===== src/rtl/aib_hrdrst_pkg.sv =====
// Shared definitions for the AIB hard-reset sequencers: slave FSM state
// encoding, counter width and slave status bit positions.
package aib_hrdrst_pkg;

  localparam int unsigned HRDRST_CNT_W = 16;

  // Bit positions inside the packed c_sl_* status vector
  localparam int unsigned SL_OSC = 0;
  localparam int unsigned SL_DLL = 1;
  localparam int unsigned SL_RXX = 2;
  localparam int unsigned SL_DCD = 3;
  localparam int unsigned SL_TXX = 4;

  typedef enum logic [2:0] {
    ST_IDLE,
    ST_OSC,
    ST_DLL,
    ST_RXX,
    ST_DCD,
    ST_TXX,
    ST_ALIGN,
    ST_DONE
  } hrdrst_sl_state_e;

endpackage


===== src/rtl/aib_hrdrst_cnt.sv =====
// Loadable down-counter with zero flag; holds at zero until reloaded.
module aib_hrdrst_cnt
  import aib_hrdrst_pkg::*;
(
  input  logic                    clk,
  input  logic                    rst_n,
  input  logic                    load,
  input  logic [HRDRST_CNT_W-1:0] load_val,
  output logic                    zero
);

  logic [HRDRST_CNT_W-1:0] count;

  // Load has priority; otherwise count down and stop at zero
  always_ff @(posedge clk or negedge rst_n) begin
    if (!rst_n) begin
      count <= '0;
    end else if (load) begin
      count <= load_val;
    end else if (count != '0) begin
      count <= count - 1'b1;
    end
  end

  assign zero = (count == '0);

endmodule


===== src/rtl/aib_hrdrst_sl.sv =====
// Slave-side AIB hard-reset sequencer on the aux clock.
// Optional watchdog: define AIB_HRDRST_SL_TIMEOUT_EN.
module aib_hrdrst_sl
  import aib_hrdrst_pkg::*;
#(
  parameter int unsigned SETTLE_CYCLES  = 8,
  parameter int unsigned TIMEOUT_CYCLES = 65535
) (
  input  logic i_aux_clk,
  input  logic i_rst_n,
  input  logic c_ms_osc_transfer_en,
  input  logic c_ms_tx_dcd_cal_done,
  input  logic c_ms_tx_transfer_en,
  input  logic c_ms_rx_dll_lock,
  input  logic c_ms_rx_dcd_cal_done,
  input  logic c_ms_rx_transfer_en,
  input  logic c_ms_rx_align_done,
  input  logic i_rx_dll_lock,
  input  logic i_tx_dcd_cal_done,
  output logic o_rx_dll_en,
  output logic o_tx_dcd_cal_en,
  output logic c_sl_osc_transfer_en,
  output logic c_sl_rx_dll_lock,
  output logic c_sl_rx_transfer_en,
  output logic c_sl_tx_dcd_cal_done,
  output logic c_sl_tx_transfer_en,
  output logic o_hrdrst_done,
  output logic o_timeout
);

  localparam logic [HRDRST_CNT_W-1:0] SETTLE_LD = HRDRST_CNT_W'(SETTLE_CYCLES);

  hrdrst_sl_state_e state_q, state_d;
  logic       busy_q, busy_d;
  logic [4:0] sl_q, sl_d;
  logic       rx_dll_en_q, tx_dcd_cal_en_q, done_q;
  logic       settle_ld, settle_zero;
  logic       ms_ok, kill, wd_fire;
  logic       ms_rx_all;

  assign ms_rx_all = c_ms_rx_dll_lock & c_ms_rx_dcd_cal_done & c_ms_rx_transfer_en;

  aib_hrdrst_cnt u_settle (
    .clk      (i_aux_clk),
    .rst_n    (i_rst_n),
    .load     (settle_ld),
    .load_val (SETTLE_LD),
    .zero     (settle_zero)
  );

  // Master bits already consumed by the current state must stay high
  always_comb begin
    ms_ok = 1'b1;
    case (state_q)
      ST_OSC:           ms_ok = c_ms_osc_transfer_en;
      ST_DLL:           ms_ok = c_ms_osc_transfer_en & c_ms_tx_dcd_cal_done;
      ST_RXX, ST_DCD:   ms_ok = c_ms_osc_transfer_en & c_ms_tx_dcd_cal_done &
                                c_ms_tx_transfer_en;
      ST_TXX, ST_ALIGN: ms_ok = c_ms_osc_transfer_en & c_ms_tx_dcd_cal_done &
                                c_ms_tx_transfer_en & ms_rx_all;
      ST_DONE:          ms_ok = c_ms_osc_transfer_en & c_ms_tx_dcd_cal_done &
                                c_ms_tx_transfer_en & ms_rx_all & c_ms_rx_align_done;
      default:          ms_ok = 1'b1;
    endcase
  end

  assign kill = ~ms_ok | wd_fire;

  // Next-state: the master gate for a state is sampled at the tail of the
  // previous one (after its c_sl_* bit is up), so entry and settle-load coincide.
  always_comb begin
    state_d   = state_q;
    busy_d    = busy_q;
    sl_d      = sl_q;
    settle_ld = 1'b0;
    if (kill) begin
      state_d = ST_IDLE;
      busy_d  = 1'b0;
      sl_d    = '0;
    end else begin
      case (state_q)
        ST_IDLE: if (c_ms_osc_transfer_en) begin
          state_d = ST_OSC; settle_ld = 1'b1; busy_d = 1'b1;
        end
        ST_OSC: if (!sl_q[SL_OSC]) begin
          if (busy_q && settle_zero) begin sl_d[SL_OSC] = 1'b1; busy_d = 1'b0; end
        end else if (c_ms_tx_dcd_cal_done) begin
          state_d = ST_DLL;
        end
        ST_DLL: if (!sl_q[SL_DLL]) begin
          if (busy_q) begin
            if (settle_zero) begin sl_d[SL_DLL] = 1'b1; busy_d = 1'b0; end
          end else if (i_rx_dll_lock) begin
            settle_ld = 1'b1; busy_d = 1'b1;
          end
        end else if (c_ms_tx_transfer_en) begin
          state_d = ST_RXX; settle_ld = 1'b1; busy_d = 1'b1;
        end
        ST_RXX: if (busy_q && settle_zero) begin
          sl_d[SL_RXX] = 1'b1; busy_d = 1'b0; state_d = ST_DCD;
        end
        ST_DCD: if (!sl_q[SL_DCD]) begin
          if (busy_q) begin
            if (settle_zero) begin sl_d[SL_DCD] = 1'b1; busy_d = 1'b0; end
          end else if (i_tx_dcd_cal_done) begin
            settle_ld = 1'b1; busy_d = 1'b1;
          end
        end else if (ms_rx_all) begin
          state_d = ST_TXX; settle_ld = 1'b1; busy_d = 1'b1;
        end
        ST_TXX: if (busy_q && settle_zero) begin
          sl_d[SL_TXX] = 1'b1; busy_d = 1'b0; state_d = ST_ALIGN;
        end
        ST_ALIGN: if (c_ms_rx_align_done) state_d = ST_DONE;
        default: ;
      endcase
    end
  end

  // State and registered outputs; enables/done follow the state one cycle late
  always_ff @(posedge i_aux_clk or negedge i_rst_n) begin
    if (!i_rst_n) begin
      state_q         <= ST_IDLE;
      busy_q          <= 1'b0;
      sl_q            <= '0;
      rx_dll_en_q     <= 1'b0;
      tx_dcd_cal_en_q <= 1'b0;
      done_q          <= 1'b0;
    end else begin
      state_q         <= state_d;
      busy_q          <= busy_d;
      sl_q            <= sl_d;
      rx_dll_en_q     <= ~kill & (state_q >= ST_DLL);
      tx_dcd_cal_en_q <= ~kill & (state_q >= ST_DCD);
      done_q          <= ~kill & (state_q == ST_DONE);
    end
  end

`ifdef AIB_HRDRST_SL_TIMEOUT_EN
  localparam logic [HRDRST_CNT_W-1:0] WD_LD =
    HRDRST_CNT_W'((TIMEOUT_CYCLES == 0) ? 0 : TIMEOUT_CYCLES - 1);

  logic wd_ld, wd_zero, timeout_q;

  // Reload on any state change and while parked in IDLE/DONE
  assign wd_ld   = (state_d != state_q) | (state_q == ST_IDLE) | (state_q == ST_DONE);
  assign wd_fire = wd_zero & (state_q != ST_IDLE) & (state_q != ST_DONE);

  aib_hrdrst_cnt u_wdog (
    .clk      (i_aux_clk),
    .rst_n    (i_rst_n),
    .load     (wd_ld),
    .load_val (WD_LD),
    .zero     (wd_zero)
  );

  // One-cycle timeout pulse
  always_ff @(posedge i_aux_clk or negedge i_rst_n) begin
    if (!i_rst_n) timeout_q <= 1'b0;
    else          timeout_q <= wd_fire;
  end

  assign o_timeout = timeout_q;
`else
  assign wd_fire   = 1'b0;
  assign o_timeout = 1'b0;
`endif

  assign o_rx_dll_en          = rx_dll_en_q;
  assign o_tx_dcd_cal_en      = tx_dcd_cal_en_q;
  assign o_hrdrst_done        = done_q;
  assign c_sl_osc_transfer_en = sl_q[SL_OSC];
  assign c_sl_rx_dll_lock     = sl_q[SL_DLL];
  assign c_sl_rx_transfer_en  = sl_q[SL_RXX];
  assign c_sl_tx_dcd_cal_done = sl_q[SL_DCD];
  assign c_sl_tx_transfer_en  = sl_q[SL_TXX];

endmodule

===== config.mk =====
export PLATFORM = sky130hd
export DESIGN_NAME = aib_hrdrst_sl
export DESIGN_NICKNAME = d
export VERILOG_FILES = /design/src/rtl/aib_hrdrst_pkg.sv /design/src/rtl/aib_hrdrst_cnt.sv /design/src/rtl/aib_hrdrst_sl.sv
export SDC_FILE = /design/constraint.sdc
export NUM_CORES = 1
export LEC_CHECK = 0
export BUFFER_PORTS_ARGS = -buffer_cell sky130_fd_sc_hd__buf_2
export CAP_MARGIN = 10
export CORE_AREA = 4 4 66 68
export DETAILED_ROUTE_END_ITERATION = 8
export DIE_AREA = 0 0 70 72
export GPL_TIMING_DRIVEN = 0
export PLACE_DENSITY = 0.74
export SLEW_MARGIN = 20
export SYNTH_ARGS = -nofsm -noshare
export SYNTH_HDL_FRONTEND = slang
export SYNTH_HIERARCHICAL = 1
export SYNTH_SLANG_ARGS = --single-unit

===== constraint.sdc =====
create_clock -name i_aux_clk -period 2.6 [get_ports i_aux_clk]
set_input_delay 0.26 -clock i_aux_clk [delete_from_list [all_inputs] [get_ports i_aux_clk]]
set_output_delay 0.26 -clock i_aux_clk [all_outputs]
set_load 0.05 [all_outputs]

==> flow_summary.ini <==
[grt]
grt_use_total_pct = 18.9
overflow = 0
antenna_found_initial = 0
grt_max_degree = 29
grt_pass1_vias = 1629
grt_first_pass_wirelength_mm = 7.62

[place]
place_congestion = 0.928
port_buffers = 18
placedCellCount = 287
dp_hpwl_mm = 3.08
place_ws_ns = -0.432

[pwr]
p_int_mw = 1.46
power_per_cell_area_mw_per_mm2 = 1120
switching_share_pct = 44.6
p_sw_mw = 1.18
p_total_mw = 2.64
comb_power_share_pct = 59.6
p_leak_nw = 1.04
p_clk_share_pct = 10.2
max-vdd-ir-drop_mv = 0.650
seqPwrFrac_pct = 30.2

[layout]
fin_cells = 300
multi_input_area_mm2 = 0.00125
num-fill-cells = 351
insertedDiodeCount = 0
drive_above_1_share_pct = 28.8
finalNetCount = 269
regArea_um2 = 702
area_growth_syn_to_layout_pct = 20.3

[yosys]
synthArstFlopShare_pct = 100
synth.distinct_cells = 57
syn_area_mm2 = 0.00195
ys_ff_latch = 28
netlist_instances = 204
syn_avg_cell_area_um2 = 9.58
ys_seq_area_share_pct = 35.9
synthFlopType = dfrtp_1
yosysWarnings = 6
synth_edf_count = 0

[detailed_routing]
post_drt_wl_per_cell_um = 15.1
postRouteWirelength_mm = 4.52
via_per_inst = 5.55
num_vias = 1664
remaining_drc_errors = 0
drt_first_pass_iters = 4
drt_iter0_drc = 105
antenna_left = 0

[sta]
finalCriticalPeriod_ns = 2.49
setup_ws_ns = 0.110
clock_skew_ns = 0.00403
drv_slew = 0
worstMarginPinSlew_ns = 0.672
hold_viol_final = 19
relSlewSlack_pct = 54.8
setup-violations-final = 0
max_freq_ghz = 0.402
fin_hold_ws_ns = -0.00788
post-route-period-util_pct = 95.8

[worst_setup_path]
worstReg2RegStart = state_q[1]
timing.rr.end = u_settle/count[13]
crit_type = reg -> reg
worstPathRequired_ns = 2.77
start_kind = flop
timing.critical_path.cells = ha_1 > nor2b_1 > a211o_1 > a221oi_4 > buf_6 > nor2_4 > or3_1 > buf_4 > o211a_1
slowest_delay_ns = 0.45
reg2reg_setup_slack_ns = 0.11
critPathSlowestCell = dfrtp_2
rr_worst_depth = 9
worst_ep_arrival_time_ns = 2.66
crit_fanout = 7
endpoint_kind = flop

[die]
die_x_um = 70
io_pins = 20
start_util_pct = 50.7
core_mm2 = 0.00386
die_area_mm2 = 0.00504
row_count = 23
fp.dieH_um = 72

[flow_run]
maxCapViolCount = 0

[clocking]
path_clk_slew_ns = 0.09
clk_latency_ns = 0.27
cts_sinks = 28
htreeDepth = 1
cts_buffer_depth = 2
cts-root-buf = clkbuf_8
cts_buffers = 3
cts_tree = done

[worst_hold_path]
worstHoldPathType = in -> async

[outcome]
violations = hold timing
status = complete, but fails checks
[state kept, by name (all words and copies together) (netlist names)]
register         count
o_rx_dll_en          1
busy_q               1
u_settle/count      16
o_tx_dcd_cal_en      1
sl_q                 5
state_q              3
o_hrdrst_done        1
[synthesized netlist by cell type, types with 3 or more instances]
| master | n | area (µm²) |
|---|---|---|
| dfrtp_1 | 28 | 701 |
| a21oi_1 | 9 | 45.0 |
| nor2b_1 | 6 | 37.5 |
| nand3b_1 | 4 | 30.0 |
| nor4_1 | 3 | 18.8 |
| buf_6 | 5 | 56.3 |
| o21bai_1 | 3 | 22.5 |
| nor3_1 | 5 | 25.0 |
| ha_1 | 7 | 87.6 |
| nand2_1 | 18 | 67.6 |
| inv_1 | 6 | 22.5 |
| nand4_1 | 4 | 25.0 |
| nand3_1 | 3 | 15.0 |
| a21o_1 | 3 | 22.5 |
| o21ai_0 | 6 | 30.0 |
| clkbuf_1 | 4 | 15.0 |
| o211a_1 | 6 | 60.1 |
| nand2b_1 | 11 | 68.8 |
| xnor2_1 | 8 | 70.1 |
| a31oi_1 | 3 | 18.8 |
| nor2_1 | 6 | 22.5 |
| nor2_2 | 8 | 50.1 |
| a21oi_2 | 3 | 26.3 |
[worst max-delay path: cells and delay by family, from the launching register on]
family	cells	cell delay [ns]
and+or+nand+nor	3	0.58
DFF	1	0.45
buffers and inverters	2	0.33
AOI/OAI and AO/OA	3	0.74
adders and majority gates	1	0.28
[power by group through the flow]
stage	logic, mW	clock network, mW	registers (mW)
detailed placement	1.36	0	0.805
floorplan	1.07	0	0.803
global route	1.74	0.299	0.823
global placement	1.34	0	0.801
CTS	1.51	0.280	0.794
finish	1.58	0.270	0.798
[layer usage]
metal	wire [µm]	vias up	GRT usage [%]
li1	-	818	-
met1	1880	803	22.8
met2	2430	39	35.2
met3	179	4	3.32
met4	27	0	4.47
met5	0	-	0
[timing repair]
| item | CTS | global route |
|---|---|---|
| endpoints found under the hold margin | 0 | 0 |
| setup buffers | 7 | 2 |
| endpoints found under the setup margin | 19 | 17 |
| resized for setup | 9 | 11 |
| hold buffers | 0 | 0 |
| pin swaps | 1 | 4 |
[logic make-up after synthesis]
| kind of cell | after synthesis | synth area share, % |
|---|---|---|
| adders and majority gates | 7 | 4.48 |
| AOI/OAI and AO/OA | 53 | 20.7 |
| other | 2 | 0.384 |
| xor gates and xnor gates | 8 | 3.59 |
| DFF | 28 | 35.9 |
| muxes | 2 | 1.02 |
| buffers and inverters | 18 | 5.70 |
| and+or+nand+nor | 86 | 28.2 |
[layout make-up]
cell class	count	area share, %
Multi-Input combinational cell	173	53.3
Buffer	12	4.15
Tap cell	50	2.66
Timing Repair Buffer	27	6.71
Sequential cell	28	29.9
Clock buffer	4	2.34
Inverter	6	0.958
[cells in the final DEF, fill, tap and decap left out, types with 4 or more instances in the layout]
master	synthesis	routed
nor2b_1	6	6
o211a_1	6	6
nand3b_1	4	4
buf_2	2	20
conb_1	2	17
nand2b_1	11	11
inv_1	6	5
ha_1	7	6
nor3_1	5	5
xnor2_1	8	8
buf_6	5	5
nand2_1	18	18
nor2_2	8	7
clkbuf_8	0	4
a21oi_1	9	9
nor2_1	6	5
buf_4	1	12
nand4_1	4	4
nor4_2	2	4
dfrtp_1	28	27
o21ai_0	6	6
[metrics by stage]
| stage | area, µm² | TNS (ns) | hold slack (ns) | utilization, % |
|---|---|---|---|---|
| 4_1_cts | 2310 | 0 | 0.0100 | 59.8 |
| 3_3_place_gp | 2160 | -5.02 | 0.318 | 56.1 |
| 3_5_place_dp | 2160 | -5.39 | 0.317 | 56.1 |
| 5_1_grt | 2350 | -0.0884 | 0.0243 | 61.0 |
| 6_report | 2350 | 0 | -0.00788 | 61.0 |
| 2_1_floorplan | 2010 | 0 | -0.0356 | - |
[worst max path at each step]
stage	endpoint	slack, ns	start
after floorplan	u_settle/count[13]	0.02	state_q[1]
after global routing	u_settle/count[10]	-0.05	state_q[1]
after detailed placement	u_settle/count[6]	-0.43	state_q[0]
after global placement	u_settle/count[6]	-0.40	state_q[0]
after CTS	u_settle/count[13]	0.02	state_q[1]
final	u_settle/count[13]	0.11	state_q[1]
(Power assumes the default switching activity.)
